**src/rtl/lieat_exu_com_wbck_pkg.sv**
```systemverilog
// ---------------------------------------------------------------------------
// lieat_exu_com_wbck_pkg
//
// Shared definitions for the common-ALU writeback path: datapath widths,
// the bit layout of one buffered writeback entry, and helpers that convert
// between the structured view and the flat word stored in the FIFO.
//
// Flat entry layout (LSB first):
//   [DATA_LSB  +: XLEN   ]  ALU result
//   [RDIDX_LSB +: REG_IDX]  destination register index
//   [RDWEN_BIT]             register write enable
//   [PC_LSB    +: XLEN   ]  instruction PC
//   [EBRK_BIT]              instruction is ebreak
// ---------------------------------------------------------------------------
package lieat_exu_com_wbck_pkg;

  localparam int XLEN    = 32;
  localparam int REG_IDX = 5;

  // Entry field offsets, shared with the infobus/writeback definitions.
  localparam int DATA_LSB  = 0;
  localparam int RDIDX_LSB = DATA_LSB + XLEN;
  localparam int RDWEN_BIT = RDIDX_LSB + REG_IDX;
  localparam int PC_LSB    = RDWEN_BIT + 1;
  localparam int EBRK_BIT  = PC_LSB + XLEN;
  localparam int ENTRY_W   = XLEN * 2 + REG_IDX + 2;

  typedef struct packed {
    logic               ebreak;
    logic [XLEN-1:0]    pc;
    logic               rdwen;
    logic [REG_IDX-1:0] rdidx;
    logic [XLEN-1:0]    data;
  } wbck_entry_t;

  // Pack an entry into the flat storage word using the shared offsets.
  function automatic logic [ENTRY_W-1:0] pack_entry(input wbck_entry_t e);
    logic [ENTRY_W-1:0] w;
    w                         = '0;
    w[DATA_LSB  +: XLEN]      = e.data;
    w[RDIDX_LSB +: REG_IDX]   = e.rdidx;
    w[RDWEN_BIT]              = e.rdwen;
    w[PC_LSB    +: XLEN]      = e.pc;
    w[EBRK_BIT]               = e.ebreak;
    return w;
  endfunction

  // Inverse of pack_entry.
  function automatic wbck_entry_t unpack_entry(input logic [ENTRY_W-1:0] w);
    wbck_entry_t e;
    e.data   = w[DATA_LSB  +: XLEN];
    e.rdidx  = w[RDIDX_LSB +: REG_IDX];
    e.rdwen  = w[RDWEN_BIT];
    e.pc     = w[PC_LSB    +: XLEN];
    e.ebreak = w[EBRK_BIT];
    return e;
  endfunction

endpackage

```
**src/rtl/lieat_gnrl_fifo2.sv**
```systemverilog
// ---------------------------------------------------------------------------
// lieat_gnrl_fifo2
//
// Generic two-deep valid/ready FIFO with synchronous flush. Both sides are
// driven purely from registered state: push_ready depends only on the
// occupancy count and pop_* come straight from the storage registers, so
// there is no combinational path from pop_ready to push_ready.
//
// Ports:
//   clk, rst_n   clock / asynchronous active-low reset
//   flush        empty the FIFO on the next edge; same-cycle push/pop ignored
//   push_valid   producer offers push_data
//   push_ready   FIFO has room (count != 2)
//   push_data    WIDTH-bit word to store
//   pop_valid    head entry present (count != 0)
//   pop_ready    consumer takes the head entry
//   pop_data     head entry, read from the entry at the read pointer
// ---------------------------------------------------------------------------
module lieat_gnrl_fifo2 #(
  parameter int WIDTH = 8
) (
  input  logic             clk,
  input  logic             rst_n,
  input  logic             flush,
  input  logic             push_valid,
  output logic             push_ready,
  input  logic [WIDTH-1:0] push_data,
  output logic             pop_valid,
  input  logic             pop_ready,
  output logic [WIDTH-1:0] pop_data
);

  logic [WIDTH-1:0] mem [0:1];
  logic             rptr;
  logic             wptr;
  logic [1:0]       count;
  logic             push;
  logic             pop;

  assign push_ready = (count != 2'd2);
  assign pop_valid  = (count != 2'd0);
  assign pop_data   = mem[rptr];

  // A flush cancels any handshake that happens in the same cycle.
  assign push = push_valid & push_ready & ~flush;
  assign pop  = pop_valid  & pop_ready  & ~flush;

  // NOTE: state registers use non-blocking assignments so every flop samples
  // the pre-edge values of its neighbours regardless of statement order.
  always_ff @(posedge clk or negedge rst_n) begin
    if (!rst_n) begin
      rptr  <= 1'b0;
      wptr  <= 1'b0;
      count <= 2'd0;
    end else if (flush) begin
      rptr  <= 1'b0;
      wptr  <= 1'b0;
      count <= 2'd0;
    end else begin
      if (push) wptr <= ~wptr;
      if (pop)  rptr <= ~rptr;
      unique case ({push, pop})
        2'b10:   count <= count + 2'd1;
        2'b01:   count <= count - 2'd1;
        default: count <= count;
      endcase
    end
  end

  // NOTE: the payload registers are reset as well, so the pop_data outputs
  // read all-zero straight out of reset instead of X; storage is only two
  // entries, so resetting it is cheap.
  always_ff @(posedge clk or negedge rst_n) begin
    if (!rst_n) begin
      mem[0] <= '0;
      mem[1] <= '0;
    end else if (push) begin
      mem[wptr] <= push_data;
    end
  end

endmodule

```
**src/rtl/lieat_exu_com_wbck.sv**
```systemverilog
// ---------------------------------------------------------------------------
// lieat_exu_com_wbck
//
// Two-entry elastic buffer between the common-ALU execute stage and the
// register-file writeback port. Results are delivered in order under a
// valid/ready handshake; one cycle of writeback back-pressure is absorbed
// without a bubble. Accepting an ebreak sets a sticky halt that blocks all
// further intake while already-buffered entries (including the ebreak
// itself, with its register write suppressed) drain to writeback.
//
// Ports:
//   clk, rst_n      clock / asynchronous active-low reset
//   exu_valid       ALU result offered
//   exu_ready       result accepted this cycle (room available and not halted)
//   exu_data        ALU result
//   exu_rdidx       destination register
//   exu_rdwen       result writes exu_rdidx
//   exu_pc          instruction PC
//   exu_ebreak      instruction is ebreak
//   exu_flush       drop all buffered, uncommitted entries on the next edge
//   wb_valid        head entry presented to writeback
//   wb_ready        writeback consumes the head entry
//   wb_data         head result
//   wb_rdidx        head destination register
//   wb_rdwen        head write enable (always 0 for the ebreak entry)
//   wb_pc           head PC
//   wb_ebreak       head is the ebreak instruction
//   halt            sticky; set once an ebreak has been accepted
// ---------------------------------------------------------------------------
module lieat_exu_com_wbck
  import lieat_exu_com_wbck_pkg::*;
(
  input  logic               clk,
  input  logic               rst_n,
  input  logic               exu_valid,
  output logic               exu_ready,
  input  logic [XLEN-1:0]    exu_data,
  input  logic [REG_IDX-1:0] exu_rdidx,
  input  logic               exu_rdwen,
  input  logic [XLEN-1:0]    exu_pc,
  input  logic               exu_ebreak,
  input  logic               exu_flush,
  output logic               wb_valid,
  input  logic               wb_ready,
  output logic [XLEN-1:0]    wb_data,
  output logic [REG_IDX-1:0] wb_rdidx,
  output logic               wb_rdwen,
  output logic [XLEN-1:0]    wb_pc,
  output logic               wb_ebreak,
  output logic               halt
);

  typedef enum logic {
    RUN    = 1'b0,
    HALTED = 1'b1
  } run_state_e;

  run_state_e         state_q;
  run_state_e         state_d;
  logic               halted;
  logic               fifo_push_ready;
  logic               push_fire;
  wbck_entry_t        in_entry;
  wbck_entry_t        out_entry;
  logic [ENTRY_W-1:0] fifo_out;

  assign halted = (state_q == HALTED);

  // exu_ready is built from registered state only (count and halt).
  assign exu_ready = fifo_push_ready & ~halted;
  assign push_fire = exu_valid & exu_ready;

  // An ebreak must never write the register file, whatever rdwen says.
  assign in_entry = '{
    ebreak: exu_ebreak,
    pc:     exu_pc,
    rdwen:  exu_rdwen & ~exu_ebreak,
    rdidx:  exu_rdidx,
    data:   exu_data
  };

  lieat_gnrl_fifo2 #(
    .WIDTH (ENTRY_W)
  ) u_fifo (
    .clk        (clk),
    .rst_n      (rst_n),
    .flush      (exu_flush),
    .push_valid (exu_valid & ~halted),
    .push_ready (fifo_push_ready),
    .push_data  (pack_entry(in_entry)),
    .pop_valid  (wb_valid),
    .pop_ready  (wb_ready),
    .pop_data   (fifo_out)
  );

  assign out_entry = unpack_entry(fifo_out);
  assign wb_data   = out_entry.data;
  assign wb_rdidx  = out_entry.rdidx;
  assign wb_rdwen  = out_entry.rdwen;
  assign wb_pc     = out_entry.pc;
  assign wb_ebreak = out_entry.ebreak;

  // Halt state machine: RUN -> HALTED on an accepted ebreak that is not
  // cancelled by a same-cycle flush. Only reset leaves HALTED.
  always_ff @(posedge clk or negedge rst_n) begin
    if (!rst_n) state_q <= RUN;
    else        state_q <= state_d;
  end

  // NOTE: state_d gets its default before any branch so every path assigns
  // it and no latch is inferred.
  always_comb begin
    state_d = state_q;
    unique case (state_q)
      RUN:     if (push_fire && exu_ebreak && !exu_flush) state_d = HALTED;
      HALTED:  state_d = HALTED;
      default: state_d = RUN;
    endcase
  end

  assign halt = halted;

endmodule

```
**config.mk**
```make
export PLATFORM = sky130hd
export DESIGN_NAME = lieat_exu_com_wbck
export DESIGN_NICKNAME = d
export VERILOG_FILES = /design/src/rtl/lieat_exu_com_wbck_pkg.sv /design/src/rtl/lieat_gnrl_fifo2.sv /design/src/rtl/lieat_exu_com_wbck.sv
export SDC_FILE = /design/constraint.sdc
export NUM_CORES = 1
export LEC_CHECK = 0
export ABC_AREA = 1
export CAP_MARGIN = 40
export CELL_PAD_IN_SITES_DETAIL_PLACEMENT = 0
export CELL_PAD_IN_SITES_GLOBAL_PLACEMENT = 1
export CORE_MARGIN = 2
export CORE_UTILIZATION = 33
export DETAILED_ROUTE_END_ITERATION = 10
export PLACE_DENSITY_LB_ADDON = 0.1
export RECOVER_POWER = 25
export SYNTH_ARGS = -nofsm -noshare
export SYNTH_HDL_FRONTEND = slang
export SYNTH_HIERARCHICAL = 1
export SYNTH_SLANG_ARGS = --single-unit
```
**constraint.sdc**
```tcl
create_clock -name clk -period 1.2 [get_ports clk]
set_input_delay 0.24 -clock clk [delete_from_list [all_inputs] [get_ports clk]]
set_output_delay 0.24 -clock clk [all_outputs]
set_load 0.01 [all_outputs]
```
==> out/qor.txt, run 1 <==
core area: 19,500 um^2
VDD IR max: 1150 uV
Final WS setup: -585 ps
period utilisation layout: 1.49
WHS: 384 ps
Post-Synthesis Cells: 808
type of the most critical hold path: in2reg
worst slew pin tran: 762 ps
die width: 145 um
area delta synth->final: 83.7%
Startpoint Class: register
Placed Area: 8780 um^2
clock skew: 8.13 ps
Overflow after GRT: 0
Finished Cell Area: 12,100 um^2
I/O pins: 150
switch share: 0.275
endpoints failing setup: 219
dpl hpwl: 11,200 um
Internal Power: 9.68 mW
share of the synthesized area in the top cell type: 0.557
clock power share: 0.415
clk sinks: 147
die span in y: 145 um
per-cell routed wire length: 17.6 um
combinational fraction of design power: 0.209
Final Hold Fails: 0
NetSw: 3.66 mW
Flop pwr share: 0.376
Async SR Flop Fraction: 1.00
GR Util All Layers: 0.210
port buffer count: 149
num rows: 51
largest area contributor in the netlist: dfrtp_1
commonest cells in the netlist: nand2_1 (362), dfrtp_1 (147), o21ai_1 (128)
Max-Cap Viols: 0
RSZ-0062 raised after global routing: yes
post-synthesis cell area: 6600 um^2
largest net degree at the start of global routing: 37
vias in the first global route: 6,493
die area: 21,100 um^2
Total Wirelength: 23,700 um
Post-synth top flop: dfrtp_1
WS Path Type: reg2out
antenna violations before repair: 0
# DRC: 0
GP Congestion: 0.777
Clk Latency, worst-skew pair: 420 ps
DR vias/cell: 4.75
Syn Area/Cell: 8.17 um^2
number of synthesized flops with an enable pin: 0
Final nets: 1,143
ANT nets after route: 0
worst endpoint required time: 960 ps
status: finished, violations left
ANT cells: 0
Root Driver: clkbuf_16
sequential element share of the synthesized area: 0.557
clock buffer depth: 2
top post-synthesis cells by area: dfrtp_1 (56%), nand2_1 (21%), o21ai_1 (9.7%), inv_1 (4.6%), buf_6 (2.9%)
Inserted Clock Buffers: 17
Via Count: 6,390
Reg clk slew, reported paths: 60 ps
fmax: 560 MHz
Leakage: 6.08 nW
Slew headroom: 0.492
Pre-Repair DR Iteration Count: 5
violated checks: setup timing
CTS tree: yes
yosys warns: 6
most frequent cell after synthesis: nand2_1
Setup crit end kind: output port
Initial Util: 0.338
Crit path arrival time: 1550 ps
DP Worst Slack: -619 ps
pwr/cell area: 1100 nW/um^2
layout cells sized above 1: 0.497
first-pass GRT wire length: 35,300 um
min Tclk post-route: 1790 ps
fin util: 0.621
flops & latches, synth: 147
syn_nets: 884
Yosys cell types: 21
Max Slew Vio Count: 0
worst-path fanout max: 6
H-tree depth: 4
1st-iter DRT viols: 268
## layout make-up
class | count | area (um^2)
inverter | 84 | 328
tap | 265 | 332
timing repair buffer | 285 | 3570
clock buffer | 18 | 429
clock inverter | 14 | 176
multi-input combinational | 532 | 3600
sequential | 147 | 3680
fill | 1634 | 7400
## cell usage in the layout, fill, tap and decap left out, types with 43 or more instances in the layout
cell type / netlist / final
o21ai_2: 13 / 96
nand2_4: 2 / 99
o21ai_1: 128 / 46
inv_1: 81 / 80
buf_6: 17 / 50
buf_2: 2 / 43
dfrtp_1: 147 / 145
nand2_1: 362 / 192
clkdlybuf4s50_1: 0 / 74
nand2_2: 9 / 82
## sequential cells by signal, summed over array words and instances, names as in the netlist
register / flops
halt: 1
u_fifo/count: 2
u_fifo/mem: 142
u_fifo/rptr: 1
u_fifo/wptr: 1
## critical path: stages, from the launching register on
cell	delay, ps
dfrtp_2	410
clkinv_4	110
buf_8	150
buf_12	130
buf_6	110
nand2_2	40
nand2_1	50
buf_2	130
## cells by family after synthesis
logic type | share of synthesized area
compound gates | 0.118
buf+inv | 0.0935
flops | 0.557
simple gates | 0.231
## stage by stage
stage          instances  setup TNS (ps)  total power [mW]
6_report            1345          -94040              13.3
5_1_grt             1345         -111600              13.9
4_1_cts             1337          -90430              13.0
3_5_place_dp        1235         -113860              6.62
3_3_place_gp        1235         -113750              6.62
2_1_floorplan        808          -14680              5.70
## power by group through the flow
stage / clock network, mW / logic, mW / registers, mW
after CTS: 5.63 / 2.34 / 5.02
after detailed placement: 0 / 1.51 / 5.11
after global routing: 5.90 / 2.96 / 5.02
after global placement: 0 / 1.51 / 5.11
final: 5.54 / 2.79 / 5.02
after floorplan: 0 / 0.589 / 5.11
## metal layers
layer  GRT usage  part of all wire
met1       0.278              0.43
met2       0.351              0.52
met3      0.0473             0.038
met4      0.0495             0.012
met5           0                 0
## what timing repair did
| action | CTS | global route |
|---|---|---|
| pin swaps | 11 | 32 |
| hold buffers | 1 | 0 |
| buffers inserted | 39 | 10 |
| endpoints found under the setup margin | 219 | 220 |
| endpoints found under the hold margin | 96 | 0 |
| resized for setup | 485 | 320 |
| gates cloned | 33 | 12 |
## worst paths after layout
path / startpoint / endpoint / slack, ps / cells past startpoint
worst max-delay path: u_fifo/rptr / wb_data[12] / -590 / 7
worst min-delay path: exu_rdidx[3] / u_fifo/mem[35] / 380 / 3
worst max register to register: u_fifo/count[1] / u_fifo/mem[81] / -510 / 11
worst min register to register: u_fifo/mem[49] / u_fifo/mem[49] / 490 / 2
max in group asynchronous: rst_n / u_fifo/mem[115] / 80 / 3
min in group asynchronous: rst_n / u_fifo/mem[128] / 430 / 2
Note: power is estimated with default switching activity, not from simulation.
==> run 2, diff against run 1 <==
- ABC_AREA: 1 -> unset
- CORE_ASPECT_RATIO: unset -> 0.5
- CORE_UTILIZATION: 33 -> 37
- SYNTH_HIERARCHICAL: 1 -> unset
==> out/qor.txt, run 2 <==
vias in the first global route: 4,831 (was 6,493)
CTS tree: yes (unchanged)
Compound-Gate Fraction of Synth Area: 0.00915 (was 0.118)
ANT nets after route: 0 (unchanged)
core area: 16,700 um^2 (was 19,500 um^2)
layout cells sized above 1: 0.647 (was 0.497)
most frequent cells in the layout: mux2_4 (206), dfrtp_1 (145), buf_6 (83) (was nand2_1 (192), dfrtp_1 (145), nand2_4 (99))
Final Hold Fails: 0 (unchanged)
status: finished, violations left (unchanged)
largest net degree at the start of global routing: 35 (was 37)
H-tree depth: 4 (unchanged)
num rows: 33 (was 51)
fmax: 511 MHz (was 560 MHz)
commonest cells in the netlist: mux2_2 (196), dfrtp_1 (147), mux2_1 (17) (was nand2_1 (362), dfrtp_1 (147), o21ai_1 (128))
number of synthesized flops with an enable pin: 0 (unchanged)
Crit path arrival time: 1720 ps (was 1550 ps)
die area: 18,500 um^2 (was 21,100 um^2)
per-cell routed wire length: 19.5 um (was 17.6 um)
Setup crit end kind: output port (unchanged)
I/O pins: 150 (unchanged)
Pre-Repair DR Iteration Count: 4 (was 5)
Startpoint Class: register (unchanged)
placed cell count: 806 (was 1,235)
1st-iter DRT viols: 165 (was 268)
flops & latches, synth: 147 (unchanged)
antenna violations before repair: 0 (unchanged)
port buffer count: 149 (unchanged)
GP Congestion: 0.721 (was 0.777)
Leakage: 5.08 nW (was 6.08 nW)
Final WS setup: -758 ps (was -585 ps)
Post-Synth Simple-Gate Area: 0.0169 (was 0.231)
Inserted Clock Buffers: 17 (unchanged)
Yosys cell types: 24 (was 21)
worst slew pin tran: 798 ps (was 762 ps)
Post-Synthesis Cells: 408 (was 808)
min Tclk post-route: 1960 ps (was 1790 ps)
dpl hpwl: 10,000 um (was 11,200 um)
clock skew: 8.51 ps (was 8.13 ps)
Via Count: 4,313 (was 6,390)
post-synthesis mux area share: 0.375 (was 0)
Finished Cell Area: 10,900 um^2 (was 12,100 um^2)
Async SR Flop Fraction: 1.00 (unchanged)
# DRC: 0 (unchanged)
post-synthesis cell area: 6420 um^2 (was 6600 um^2)
largest registers: u_fifo.mem x142, u_fifo.count x2 (was u_fifo/mem x142, u_fifo/count x2)
setup TNS: -129,150 ps (was -94,040 ps)
yosys warns: 0 (was 6)
Final nets: 732 (was 1,143)
Clk Latency, worst-skew pair: 430 ps (was 420 ps)
syn_nets: 484 (was 884)
endpoints failing setup: 221 (was 219)
Overflow after GRT: 0 (unchanged)
ANT cells: 0 (unchanged)
area delta synth->final: 70.3% (was 83.7%)
VDD IR max: 1180 uV (was 1150 uV)
Total Power: 24.2 mW (was 13.3 mW)
top post-synthesis cells by area: dfrtp_1 (57%), mux2_2 (34%), mux2_1 (3.0%), buf_6 (1.2%), buf_2 (0.62%) (was dfrtp_1 (56%), nand2_1 (21%), o21ai_1 (9.7%), inv_1 (4.6%), buf_6 (2.9%))
Reg clk slew, reported paths: 60 ps (about the same)
worst-path fanout max: 7 (was 6)
type of the most critical hold path: in2reg (unchanged)
Max-Cap Viols: 0 (unchanged)
most frequent cell after synthesis: mux2_2 (was nand2_1)
period utilisation layout: 1.63 (was 1.49)
Max Slew Vio Count: 0 (unchanged)
WHS: 177 ps (was 384 ps)
largest area contributor in the netlist: dfrtp_1 (unchanged)
Root Driver: clkbuf_16 (unchanged)
max reg flops: 142 (unchanged)
worst endpoint required time: 960 ps (about the same)
clk sinks: 147 (unchanged)
Adder-Cell Fraction of Synth Area: 0 (unchanged)
Synth Area in XOR/XNOR: 0.00136 (was 0)
main combinational cell family by area after synthesis: multiplexers (was simple AND/OR/NAND/NOR gates)
sequential element share of the synthesized area: 0.573 (was 0.557)
die width: 190 um (was 145 um)
violated checks: setup timing (unchanged)
fillers: 1,207 (was 1,634)
clock buffer depth: 2 (unchanged)
die span in y: 97.2 um (was 145 um)
Placed Area: 8870 um^2 (was 8780 um^2)
commonest non-fill, non-tap cell in the layout: mux2_4 (was nand2_1)
Initial Util: 0.385 (was 0.338)
RSZ-0062 raised after global routing: yes (unchanged)
Total Wirelength: 17,500 um (was 23,700 um)
share of the synthesized area in the top cell type: 0.573 (was 0.557)
Slew headroom: 0.468 (was 0.492)
GR Util All Layers: 0.196 (was 0.210)
largest reg by FF count: u_fifo.mem (was u_fifo/mem)
Non-Filler Instances: 896 (was 1,345)
Syn Area/Cell: 15.7 um^2 (was 8.17 um^2)
DR vias/cell: 4.81 (was 4.75)
first-pass GRT wire length: 27,600 um (was 35,300 um)
WS Path Type: reg2out (unchanged)
Post-synth top flop: dfrtp_1 (unchanged)
pwr/cell area: 2210 nW/um^2 (was 1100 nW/um^2)
-- run 2: layer usage --
metal	vias up	global-route usage	routed length, um
li1	1968	-	-
met2	88	0.281	7540
met3	12	0.0444	772
met1	2245	0.294	9010
met4	0	0.0566	150
met5	-	0	0
-- run 2: worst max-delay path, stage by stage, from the launching register on --
cell     delay (ps)
dfrtp_4         540
buf_6           170
buf_16          150
mux2_4          290
buf_2           140
-- run 2: path summary, 6_finish.rpt --
| kind | from | end | slack (ps) | cells after the start |
|---|---|---|---|---|
| worst min register to register | u_fifo.mem[100] | u_fifo.mem[100] | 510 | 1 |
| worst max-delay path | u_fifo.rptr | wb_rdidx[2] | -760 | 4 |
| worst min-delay path | exu_flush | u_fifo.count[0] | 180 | 3 |
| worst max register to register | halt | u_fifo.mem[40] | -650 | 7 |
| min in group asynchronous | rst_n | u_fifo.mem[140] | 450 | 2 |
| max in group asynchronous | rst_n | u_fifo.mem[90] | 30 | 3 |
-- run 2: where the power goes --
part           internal [mW]  total (mW)  switching, mW
Sequential              7.18        8.43           1.26
Clock                   3.22        5.46           2.24
Combinational           7.20        10.3           3.08
-- run 2: layout make-up --
class / instances / area [um^2] / share of cell area
repair buffers: 253 / 2970 / 0.271
flip-flops and latches: 147 / 3680 / 0.337
inverters: 2 / 7.51 / 0.000686
clock inverters: 12 / 148 / 0.0135
clock buffers: 20 / 457 / 0.0417
multi-input cells: 235 / 3390 / 0.310
well taps: 227 / 284 / 0.0260
-- run 2: stage by stage --
stage,utilization,setup WS [ps]
2_1_floorplan,-,-628
3_3_place_gp,0.532,-973
3_5_place_dp,0.532,-1020
4_1_cts,0.638,-853
5_1_grt,0.656,-807
6_report,0.656,-758
-- run 2: repair_timing --
| action | in CTS | in global routing |
|---|---|---|
| gates cloned | 13 | 1 |
| hold buffers | 1 | 0 |
| pin swaps | 3 | 7 |
| setup buffers | 42 | 20 |
| endpoints found under the hold margin | 25 | 0 |
| setup endpoints to repair | 220 | 221 |
| resized for setup | 474 | 124 |
-- run 2: cell families (layout without fill, tap and decap cells) --
logic type | count (synthesis) | after routing
multiplexers | 214 | 214
flip-flops | 147 | 147
AND/OR/NAND/NOR | 12 | 12
AO/OA/AOI/OAI | 8 | 8
buffers and inverters | 26 | 287
XOR/XNOR | 1 | 1
==> run 3, diff against run 2 <==
- CORE_UTILIZATION: 37 -> 41
- clock period: 1.2 -> 2.1 ns (I/O delays scaled with it)
==> out/qor.txt, run 3 (synthesis results as in run 2) <==
RSZ-0062 raised after global routing: yes (unchanged)
violated checks: setup timing (unchanged)
type of the most critical hold path: reg2reg (was in2reg)
Total Wirelength: 14,000 um (was 17,500 um)
largest registers: u_fifo.mem x142, u_fifo.count x2 (unchanged)
reg-to-reg endpoint: u_fifo.mem[11] (was u_fifo.mem[40])
status: finished, violations left (unchanged)
Inserted Clock Buffers: 17 (unchanged)
Final WS setup: -22.5 ps (was -758 ps)
Via Count: 3,947 (was 4,313)
Reg clk slew, reported paths: 60 ps (about the same)
# DRC: 0 (unchanged)
Placed Area: 8400 um^2 (was 8870 um^2)
clk sinks: 147 (unchanged)
H-tree depth: 4 (unchanged)
Hold Path Depth: 1 (was 3)
R2R setup slack: 400 ps (was -650 ps)
period utilisation layout: 1.01
area delta synth->final: 38.8% (was 70.3%)
cells on worst reg2reg path: 4 (was 7)
Startpoint Class: register (unchanged)
first-pass GRT wire length: 23,000 um (was 27,600 um)
1st-iter DRT viols: 91 (was 165)
CTS tree: yes (unchanged)
GR Util All Layers: 0.177 (was 0.196)
antenna violations before repair: 0 (unchanged)
Slew headroom: 0.0360 (was 0.468)
fin util: 0.580 (was 0.656)
min Tclk post-route: 2120 ps
Pre-Repair DR Iteration Count: 4 (unchanged)
fmax: 471 MHz
clock buffer depth: 2 (unchanged)
max reg flops: 142 (unchanged)
ANT nets after route: 0 (unchanged)
Clk Latency, worst-skew pair: 410 ps (was 430 ps)
layout cells sized above 1: 0.562 (was 0.647)
DR vias/cell: 4.87 (was 4.81)
DP Worst Slack: -235 ps (was -1020 ps)
fillers: 1,262 (was 1,207)
Crit path arrival time: 1700 ps (was 1720 ps)
WS Path Type: reg2out (unchanged)
Initial Util: 0.418 (was 0.385)
WHS: 487 ps (was 177 ps)
die area: 16,700 um^2 (was 18,500 um^2)
Total Power: 11.4 mW (was 24.2 mW)
hold worst-path end: u_fifo.mem[140] (was u_fifo.count[0])
num rows: 32 (was 33)
die span in y: 92.5 um (was 97.2 um)
Root Driver: clkbuf_16 (unchanged)
dpl hpwl: 9380 um (was 10,000 um)
r2r startpoint: halt (unchanged)
Final nets: 671 (was 732)
Overflow after GRT: 0 (unchanged)
port buffer count: 149 (unchanged)
largest reg by FF count: u_fifo.mem (unchanged)
GP Congestion: 0.747 (was 0.721)
vias in the first global route: 4,421 (was 4,831)
Setup crit end kind: output port (unchanged)
Final Hold Fails: 0 (unchanged)
Hold Path Origin: u_fifo.mem[140] (was exu_flush)
worst-path fanout max: 9 (was 7)
Finished Cell Area: 8920 um^2 (was 10,900 um^2)
Max-Cap Viols: 0 (unchanged)
VDD IR max: 556 uV (was 1180 uV)
per-cell routed wire length: 17.3 um (was 19.5 um)
Max Slew Vio Count: 0 (unchanged)
Leakage: 3.95 nW (was 5.08 nW)
largest net degree at the start of global routing: 57 (was 35)
worst slew pin tran: 1450 ps (was 798 ps)
I/O pins: 150 (unchanged)
die width: 181 um (was 190 um)
pwr/cell area: 1280 nW/um^2 (was 2210 nW/um^2)
core area: 15,400 um^2 (was 16,700 um^2)
endpoints failing setup: 4 (was 221)
commonest non-fill, non-tap cell in the layout: mux2_2 (was mux2_4)
most frequent cells in the layout: mux2_2 (195), dfrtp_1 (145), clkdlybuf4s50_1 (75) (was mux2_4 (206), dfrtp_1 (145), buf_6 (83))
ANT cells: 0 (unchanged)
clock skew: 12.5 ps (was 8.51 ps)
worst endpoint required time: 1680 ps (was 960 ps)
## run 3: cell types whose count changed in the layout (fill, tap and decap cells not counted), sizes merged
cell           previous run  this run
buf                     177        63
clkbuf                   21        64
clkdlybuf4s15             0         5
clkdlybuf4s50            72        75
clkinv                    5         3
clkinvlp                  2         4
inv                       5         7
bufinv                    2         1
dlygate4sd2               1         2
dlymetal6s2s              1         0
## run 3: repair_timing
action | 4_1_cts | 5_1_grt
hold buffers | 1 | 0
setup buffers | 7 | 4
hold endpoints to repair | 30 | 0
endpoints found under the setup margin | 73 | 69
cloned | 2 | 2
gates resized for setup | 193 | 71
## run 3: worst max-delay path by stage
stage,end,cells after the start,from
after floorplan,u_fifo.mem[21],4,exu_valid
after global placement,u_fifo.mem[50],6,exu_valid
after detailed placement,u_fifo.mem[49],6,exu_valid
after CTS,wb_rdidx[2],6,u_fifo.rptr
after global routing,wb_data[1],4,u_fifo.rptr
final,wb_pc[5],4,u_fifo.rptr
## run 3: stage by stage
stage / std cells / setup TNS, ps
3_5_place_dp: 766 / -22490
3_3_place_gp: 766 / -20380
6_report: 811 / -67.6
4_1_cts: 807 / -1790
2_1_floorplan: 408 / 0
5_1_grt: 811 / -1950
## run 3: area by class of cell
type	count	area, um^2	area share
flip-flops and latches	147	3680	0.413
multi-input cells	235	2600	0.291
clock inverters	13	126	0.0142
clock buffers	18	429	0.0481
well taps	204	255	0.0286
repair buffers	192	1820	0.204
inverters	2	7.51	0.000842
## run 3: power breakdown
| group | internal (mW) | leakage (nW) | switching [mW] |
|---|---|---|---|
| Sequential | 4.09 | 1.82 | 0.588 |
| Combinational | 2.39 | 1.87 | 1.46 |
| Clock | 1.64 | 0.260 | 1.24 |
## run 3: metal layers
layer  vias up  share of wire  track usage
met5         -              0            0
met4         0         0.0056       0.0467
met3         8          0.052       0.0515
met2        91           0.47        0.286
met1      2000           0.47        0.236
li1       1848              -            -
## run 3: worst max-delay path, stage by stage (launching register included)
cell	delay (ps)
dfrtp_2	410
buf_4	170
buf_16	140
mux2_2	340
clkdlybuf4s15_1	230
